[src/rtl/combo_lock_param.sv]
// Parametrised serial-bit combination lock with programmable code,
// consecutive-failure counting and a timed lockout.
//
// state     | meaning
// ----------+-----------------------------------------------------------
// LOCKED    | collecting an attempt, one bit per X_VALID strobe
// UNLOCKED  | correct code seen; waiting for RELOCK or PROG
// PROGRAM   | collecting a new code; old code stays active until done
// LOCKOUT   | too many failures; all inputs ignored until timer expires
module combo_lock_param #(
    parameter int                  CODE_LEN       = 7,
    parameter logic [CODE_LEN-1:0] DEFAULT_CODE   = 7'b0110111,
    parameter int                  MAX_FAILS      = 3,
    parameter int                  LOCKOUT_CYCLES = 16,
    localparam int                 PW             = $clog2(CODE_LEN + 1)
) (
    input  logic          CLK,
    input  logic          CLR,
    input  logic          X,
    input  logic          X_VALID,
    input  logic          RELOCK,
    input  logic          PROG,
    output logic          UNLK,
    output logic          HINT,
    output logic          LOCKOUT,
    output logic          PROG_ACT,
    output logic [3:0]    FAILS,
    output logic [PW-1:0] POS
);

    localparam int CW = (LOCKOUT_CYCLES > 1) ? $clog2(LOCKOUT_CYCLES) : 1;

    localparam logic [1:0] ST_LOCKED   = 2'd0;
    localparam logic [1:0] ST_UNLOCKED = 2'd1;
    localparam logic [1:0] ST_PROGRAM  = 2'd2;
    localparam logic [1:0] ST_LOCKOUT  = 2'd3;

    localparam logic [3:0]    FAILS_MAX = 4'(MAX_FAILS);
    localparam logic [CW-1:0] CNT_LOAD  = CW'(LOCKOUT_CYCLES - 1);
    localparam logic [PW-1:0] LAST_POS  = PW'(CODE_LEN - 1);

    logic [1:0]          state, state_nxt;
    logic [CODE_LEN-1:0] code_reg, code_nxt;
    logic [CODE_LEN-2:0] shift_reg, shift_nxt;
    logic [PW-1:0]       pos_nxt;
    logic [3:0]          fails_nxt;
    logic [CW-1:0]       cnt, cnt_nxt;

    // Attempt and staging share one shift register; "taken" is the word
    // including the bit on X, so the final bit can be compared in-edge.
    logic [CODE_LEN-1:0] taken;
    logic [CODE_LEN-1:0] code_sh;
    logic                last_bit;

    assign taken    = {shift_reg, X};
    assign code_sh  = code_reg << POS;
    assign last_bit = (POS == LAST_POS);

    // Per-bit hint against the currently active code (old code in PROGRAM).
    assign HINT = ((state == ST_LOCKED) || (state == ST_PROGRAM)) &&
                  (X == code_sh[CODE_LEN-1]);

    // Next-state and datapath decisions for all four states.
    always_comb begin
        state_nxt = state;
        code_nxt  = code_reg;
        shift_nxt = shift_reg;
        pos_nxt   = POS;
        fails_nxt = FAILS;
        cnt_nxt   = cnt;
        case (state)
            ST_LOCKED: begin
                if (X_VALID) begin
                    if (last_bit) begin
                        pos_nxt   = '0;
                        shift_nxt = '0;
                        if (taken == code_reg) begin
                            state_nxt = ST_UNLOCKED;
                            fails_nxt = '0;
                        end else if (FAILS + 4'd1 >= FAILS_MAX) begin
                            state_nxt = ST_LOCKOUT;
                            fails_nxt = FAILS_MAX;
                            cnt_nxt   = CNT_LOAD;
                        end else begin
                            fails_nxt = FAILS + 4'd1;
                        end
                    end else begin
                        pos_nxt   = POS + PW'(1);
                        shift_nxt = taken[CODE_LEN-2:0];
                    end
                end
            end
            ST_UNLOCKED: begin
                if (RELOCK) begin
                    state_nxt = ST_LOCKED;
                end else if (PROG) begin
                    state_nxt = ST_PROGRAM;
                    pos_nxt   = '0;
                    shift_nxt = '0;
                end
            end
            ST_PROGRAM: begin
                if (RELOCK) begin
                    state_nxt = ST_LOCKED;
                    pos_nxt   = '0;
                    shift_nxt = '0;
                end else if (X_VALID) begin
                    if (last_bit) begin
                        code_nxt  = taken;
                        pos_nxt   = '0;
                        shift_nxt = '0;
                        state_nxt = ST_LOCKED;
                    end else begin
                        pos_nxt   = POS + PW'(1);
                        shift_nxt = taken[CODE_LEN-2:0];
                    end
                end
            end
            default: begin
                if (cnt == '0) begin
                    state_nxt = ST_LOCKED;
                    fails_nxt = '0;
                    pos_nxt   = '0;
                end else begin
                    cnt_nxt = cnt - CW'(1);
                end
            end
        endcase
    end

    // State, datapath and registered status flags.
    always_ff @(posedge CLK or posedge CLR) begin
        if (CLR) begin
            state     <= ST_LOCKED;
            code_reg  <= DEFAULT_CODE;
            shift_reg <= '0;
            POS       <= '0;
            FAILS     <= '0;
            cnt       <= '0;
            UNLK      <= 1'b0;
            LOCKOUT   <= 1'b0;
            PROG_ACT  <= 1'b0;
        end else begin
            state     <= state_nxt;
            code_reg  <= code_nxt;
            shift_reg <= shift_nxt;
            POS       <= pos_nxt;
            FAILS     <= fails_nxt;
            cnt       <= cnt_nxt;
            UNLK      <= (state_nxt == ST_UNLOCKED);
            LOCKOUT   <= (state_nxt == ST_LOCKOUT);
            PROG_ACT  <= (state_nxt == ST_PROGRAM);
        end
    end

endmodule
[config.mk]
export PLATFORM = sky130hd
export DESIGN_NAME = combo_lock_param
export DESIGN_NICKNAME = d
export VERILOG_FILES = /design/src/rtl/combo_lock_param.sv
export SDC_FILE = /design/constraint.sdc
export NUM_CORES = 1
export LEC_CHECK = 0
export CORE_MARGIN = 5
export CORE_UTILIZATION = 45
export CTS_BUF_LIST = sky130_fd_sc_hd__clkbuf_4
export DETAILED_ROUTE_END_ITERATION = 7
export GPL_ROUTABILITY_DRIVEN = 0
export GPL_TIMING_DRIVEN = 0
export PLACE_DENSITY = 0.63
export SYNTH_ARGS = -nofsm -noshare
export SYNTH_HDL_FRONTEND = slang
export SYNTH_SLANG_ARGS = --single-unit
export TNS_END_PERCENT = 5
[constraint.sdc]
create_clock -name CLK -period 5.4 [get_ports CLK]
set_input_delay 1.35 -clock CLK [delete_from_list [all_inputs] [get_ports CLK]]
set_output_delay 1.35 -clock CLK [all_outputs]
set_load 0.02 [all_outputs]
==> flow_summary.ini, run 1 <==
[outcome]
status = completed

[drt]
drt_first_iter_violations = 22
drt_pass1_iterations = 4
antenna_left = 0
avgViaCountPerCell = 5.500
route.detailed.drc = 0
vias = 1342
wl_per_cell_um = 14.75
wirelength_mm = 3.598

[floorplan]
core_um2 = 3689
die_h_um = 72.10
fp-row-count = 22
dieArea_um2 = 5198
boundaryPins = 17
die_x_um = 72.10
start_util_pct = 47.05

[synthesis]
async_reset_ff_share_pct = 100.0
synth_top_family_by_area = simple AND/OR/NAND/NOR gates
synthMuxAreaShare_pct = 6.417
synth_edf_count = 0
synth_flop_cell = dfrtp_1
synthXorXnorAreaFrac_pct = 5.047
synthCells = 172
netlist_area_um2 = 1735
avgSynthCellArea_um2 = 10.09
synth-simple-area-share_pct = 20.84
synth-compound-area-share_pct = 16.01
synth_fp_nets = 185
yosysSeqAreaShare_pct = 42.18
synth_adder_area_share_pct = 5.047
synth_cell_types = 49
ys_ff_latch = 29
ys_warn_count = 0

[power_and_ir_drop]
peakVddDrop_uv = 194.7
p_per_area_nw_per_um2 = 441.1
leakage_nw = 0.9061

[critical_path]
cp.required_ns = 4.05
slowest_delay_ns = 0.62
reg2regPathDepth = 8
arrival_ns = 2.75
worstSetupPathType = in2out
worstSetupStartpointType = input pin
worst_path_most_repeated_cell = clkdlybuf4s50_1
worstPathMaxFanout = 4
path_cells = clkdlybuf4s50_1 > xnor2_1 > nor2_1 > clkdlybuf4s50_1
crit_path_end_kind = output pin
critPathSlowestCell = clkdlybuf4s50_1

[timing]
slew_headroom_pct = 27.47
tns_ns = 0
worst_pin_slew_ns = 1.087
setup_viol = 0
period_minus_slack_ns = 4.097
finClkSkew_ns = 0.008591
fmax_mhz = 244.1
grt_setup_unrepaired = false
finalHoldViolCount = 0
maxSlewViolCount = 0
fin_crit_sh_pct = 75.88

[cells_and_area]
diodes = 0
drive_gt1_share_pct = 17.86
fillers = 348
stdcell_area_um2 = 2016
layout_common_cells = dfrtp_1, nand2_1, clkdlybuf4s50_1, inv_1
area_growth_pct = 16.15
final_common_cell = dfrtp_1
final_nets = 208
largest_register_ffs = 7

[clock_tree]
clock_path_buffers = 2
cts.sinks = 29
ctsHtreeMaxLevel = 2
post_cts_buffers = 0
cts_resized = 0
cts-hold-fix-buffers = 0
cts_tree = done
clock_latency_ns = 0.33
cts-root-buf = clkbuf_4
clkTransAtPathRegs_ns = 0.09
tritoncts.num_buffers = 5

[global_route]
grt_overflow = 0
antenna_found_initial = 0
first_global_vias = 1372
grt_max_degree = 30
track_usage_pct = 15.47
grt_first_pass_wirelength_mm = 6.127

[hold_path]
min_path_type = reg2reg
holdPathStages = 1

[placement]
placed_area_um2 = 1956
place_hpwl_mm = 2.749
portBuffers = 16

[run]
drv_cap = 0
-- routing by layer --
metal	global-route usage, %	routed length (um)	vias up
met4	6.472	73	0
met3	4.709	119	8
met5	0	0	-
met1	16.10	1460	666
met2	28.51	1944	15
li1	-	-	653
-- synth_stat cells, types with 2 or more instances --
library cell | count | area, um^2
a211oi_1 | 2 | 15.01
a21oi_1 | 8 | 40.04
a221oi_2 | 2 | 30.03
a22o_1 | 3 | 26.28
and2_1 | 7 | 43.79
buf_2 | 2 | 10.01
buf_4 | 2 | 15.01
dfrtp_1 | 24 | 600.6
dfstp_2 | 5 | 131.4
ha_1 | 7 | 87.58
inv_1 | 10 | 37.54
mux2_2 | 7 | 78.83
nand2_1 | 19 | 71.32
nand2b_1 | 4 | 25.02
nand3_1 | 7 | 35.03
nand3b_1 | 2 | 15.01
nor2_1 | 8 | 30.03
nor4_1 | 3 | 18.77
o211ai_1 | 2 | 15.01
o21ai_0 | 8 | 40.04
o21ai_1 | 2 | 10.01
o31ai_1 | 3 | 22.52
xnor2_1 | 5 | 43.79
xor2_1 | 5 | 43.79
-- logic make-up after synthesis --
| group | Yosys count |
|---|---|
| adders and majority gates | 7 |
| xor gates and xnor gates | 10 |
| DFF | 29 |
| buffers and inverters | 16 |
| AOI/OAI and AO/OA | 37 |
| muxes | 9 |
| and+or+nand+nor | 64 |
-- report_power, final --
part / internal, mW / switching, mW / total (mW)
Sequential: 0.273 / 0.0541 / 0.327
Clock: 0.0668 / 0.0712 / 0.138
Combinational: 0.189 / 0.235 / 0.424
Total: 0.529 / 0.360 / 0.889
-- path summary, 6_finish.rpt --
| path | start | to | slack, ns |
|---|---|---|---|
| worst max-delay path | X | HINT | 1.30 |
| worst min-delay path | cnt[2]$_DFFE_PP0P_ | cnt[2]$_DFFE_PP0P_ | 0.55 |
| worst max register to register | state[1]$_DFF_PP0_ | LOCKOUT$_DFF_PP0_ | 3.37 |
| worst min register to register | cnt[2]$_DFFE_PP0P_ | cnt[2]$_DFFE_PP0P_ | 0.55 |
| max in group asynchronous | CLR | shift_reg[0]$_DFFE_PP0P_ | 3.15 |
| min in group asynchronous | CLR | PROG_ACT$_DFF_PP0_ | 1.59 |
-- critical path, delay by kind of cell --
kind                   cells  cell delay, ns
XOR/XNOR                   1            0.16
buffers and inverters      2            1.11
AND/OR/NAND/NOR            1            0.12
-- through the flow --
stage | total power, mW | utilization [%] | std cells | hold WS [ns] | worst slack, ns
finish | 0.8891 | 54.65 | 244 | 0.5458 | 1.303
global route | 0.9596 | 54.65 | 244 | 0.5873 | 1.223
CTS | 0.8989 | 54.65 | 244 | 0.5415 | 1.296
detailed placement | 0.7575 | 53.02 | 236 | 0.5239 | 1.309
global placement | 0.7381 | 53.02 | 236 | 0.5274 | 1.293
floorplan | 0.6263 | - | 172 | 0.4939 | 2.312
-- layout make-up --
| cell class | instances | area (um^2) | area share, % |
|---|---|---|---|
| Buffer | 6 | 40.04 | 1.986 |
| Clock buffer | 8 | 60.06 | 2.980 |
| Inverter | 10 | 37.54 | 1.862 |
| Multi-Input combinational cell | 127 | 925.9 | 45.93 |
| Sequential cell | 29 | 732.0 | 36.31 |
| Tap cell | 48 | 60.06 | 2.980 |
| Timing Repair Buffer | 16 | 160.2 | 7.945 |
No activity file was read; power rests on OpenSTA's default activity.
==> run 2, diff against run 1 <==
PLACE_DENSITY = 0.66   (was 0.63)
clock period = 3.4 ns   (was 5.4 ns; I/O delays follow)
==> flow_summary.ini, run 2 (synthesis results as in run 1) <==
[drt]
wirelength_mm = 3.592
drt_first_iter_violations = 55
wl_per_cell_um = 14.72
avgViaCountPerCell = 5.455
antenna_left = 0
route.detailed.drc = 0
drt_pass1_iterations = 4
vias = 1331

[critical_path]
crit_family = multiplexers
reg2regPathDepth = 8
crit_path_end_kind = output pin
crit_buf_inv = 2
worstSetupPathType = reg2out
path_cells = buf_2 > mux4_2 > o21ai_1 > xnor2_1 > nor2_1 > dlymetal6s2s_1
cp.required_ns = 2.55
rrSetupSlack_ns = 1.38
critPathSlowestCell = mux4_2
r2r-end = LOCKOUT$_DFF_PP0_
worstSetupStartpointType = register
worstPathMaxFanout = 10
r2r-start = state[0]$_DFF_PP0_
arrival_ns = 2.05
slowest_delay_ns = 0.52

[timing]
worst_pin_slew_ns = 1.075
tns_ns = 0
maxSlewViolCount = 0
slew_headroom_pct = 28.28
hold_ws_ns = 0.5480
grt_setup_unrepaired = false
period_minus_slack_ns = 2.899
fmax_mhz = 344.9
finClkSkew_ns = 0.01609
finalHoldViolCount = 0
finalWorstSetupSlack_ns = 0.5007
fin_crit_sh_pct = 85.27
setup_viol = 0

[cells_and_area]
final_common_cell = dfrtp_1
final_nets = 208
fillers = 337
stdcell_area_um2 = 2018
layout_common_cells = dfrtp_1, nand2_1, clkdlybuf4s50_1, inv_1
diodes = 0
layout.cells.non_filler = 244
largest_register_ffs = 7
post-route-util_pct = 54.72
drive_gt1_share_pct = 17.86
area_growth_pct = 16.29

[floorplan]
start_util_pct = 47.05
fp-row-count = 22
die_h_um = 72.10
dieArea_um2 = 5198
core_um2 = 3689
die_x_um = 72.10
boundaryPins = 17

[global_route]
track_usage_pct = 15.66
antenna_found_initial = 0
grt_overflow = 0
grt_first_pass_wirelength_mm = 6.313
first_global_vias = 1361
grt_max_degree = 30

[clock_tree]
tritoncts.num_buffers = 5
cts.sinks = 29
cts_tree = done
cts-root-buf = clkbuf_4
cts-hold-fix-buffers = 0
clock_path_buffers = 2
ctsHtreeMaxLevel = 2
clkTransAtPathRegs_ns = 0.10
clock_latency_ns = 0.33

[power_and_ir_drop]
peakVddDrop_uv = 267.9
p_total_mw = 1.411
leakage_nw = 0.9159
p_per_area_nw_per_um2 = 698.9

[hold_path]
holdPathStages = 1
min_from = cnt[2]$_DFFE_PP0P_
min_path_type = reg2reg
hold_end = cnt[2]$_DFFE_PP0P_

[run]
drv_cap = 0

[placement]
dp.cells = 236
place_hpwl_mm = 2.759
placed_area_um2 = 1956
dp_slack_ns = 0.3115
portBuffers = 16

[outcome]
status = completed
==> run 2: cell types whose count changed in the layout (fill, tap and decap cells not counted), sizes merged <==
cell           previous run  this run
dlymetal6s2s              0         1
clkdlybuf4s50            16        15
==> run 2: metal layers <==
layer	part of all wire, %	wire [um]	vias up	global-route usage (%)
met1	41	1466	657	17.19
met2	54	1936	17	27.70
met5	0	0	-	0
met3	3.2	115	8	4.432
met4	2.1	74	0	7.307
li1	-	-	649	-
==> run 2: cell type report <==
type | count | area (um^2) | share of cell area [%]
Multi-Input combinational cell | 127 | 925.9 | 45.88
Sequential cell | 29 | 732.0 | 36.27
Timing Repair Buffer | 16 | 162.7 | 8.059
Clock buffer | 8 | 60.06 | 2.976
Tap cell | 48 | 60.06 | 2.976
Buffer | 6 | 40.04 | 1.984
Inverter | 10 | 37.54 | 1.860
==> run 2: repair_timing <==
item,in CTS,in global routing
setup endpoints to repair,0,1
gates resized for setup,0,1
setup buffers,0,0
==> run 2: where the power goes <==
part	internal, mW	switching (mW)	total, mW
clock network	0.106	0.116	0.222
logic	0.299	0.368	0.667
registers	0.434	0.0878	0.521
==> run 2: worst max-delay path by stage <==
stage	start	end	slack [ns]	depth (start not counted)
CTS	POS[0]$_DFFE_PP0P_	HINT	0.1	6
finish	POS[0]$_DFFE_PP0P_	HINT	0.50	6
floorplan	POS[0]$_DFFE_PP0P_	HINT	0.88	5
global placement	X	HINT	0.30	4
global route	POS[0]$_DFFE_PP0P_	HINT	0.35	6
detailed placement	X	HINT	0.31	4
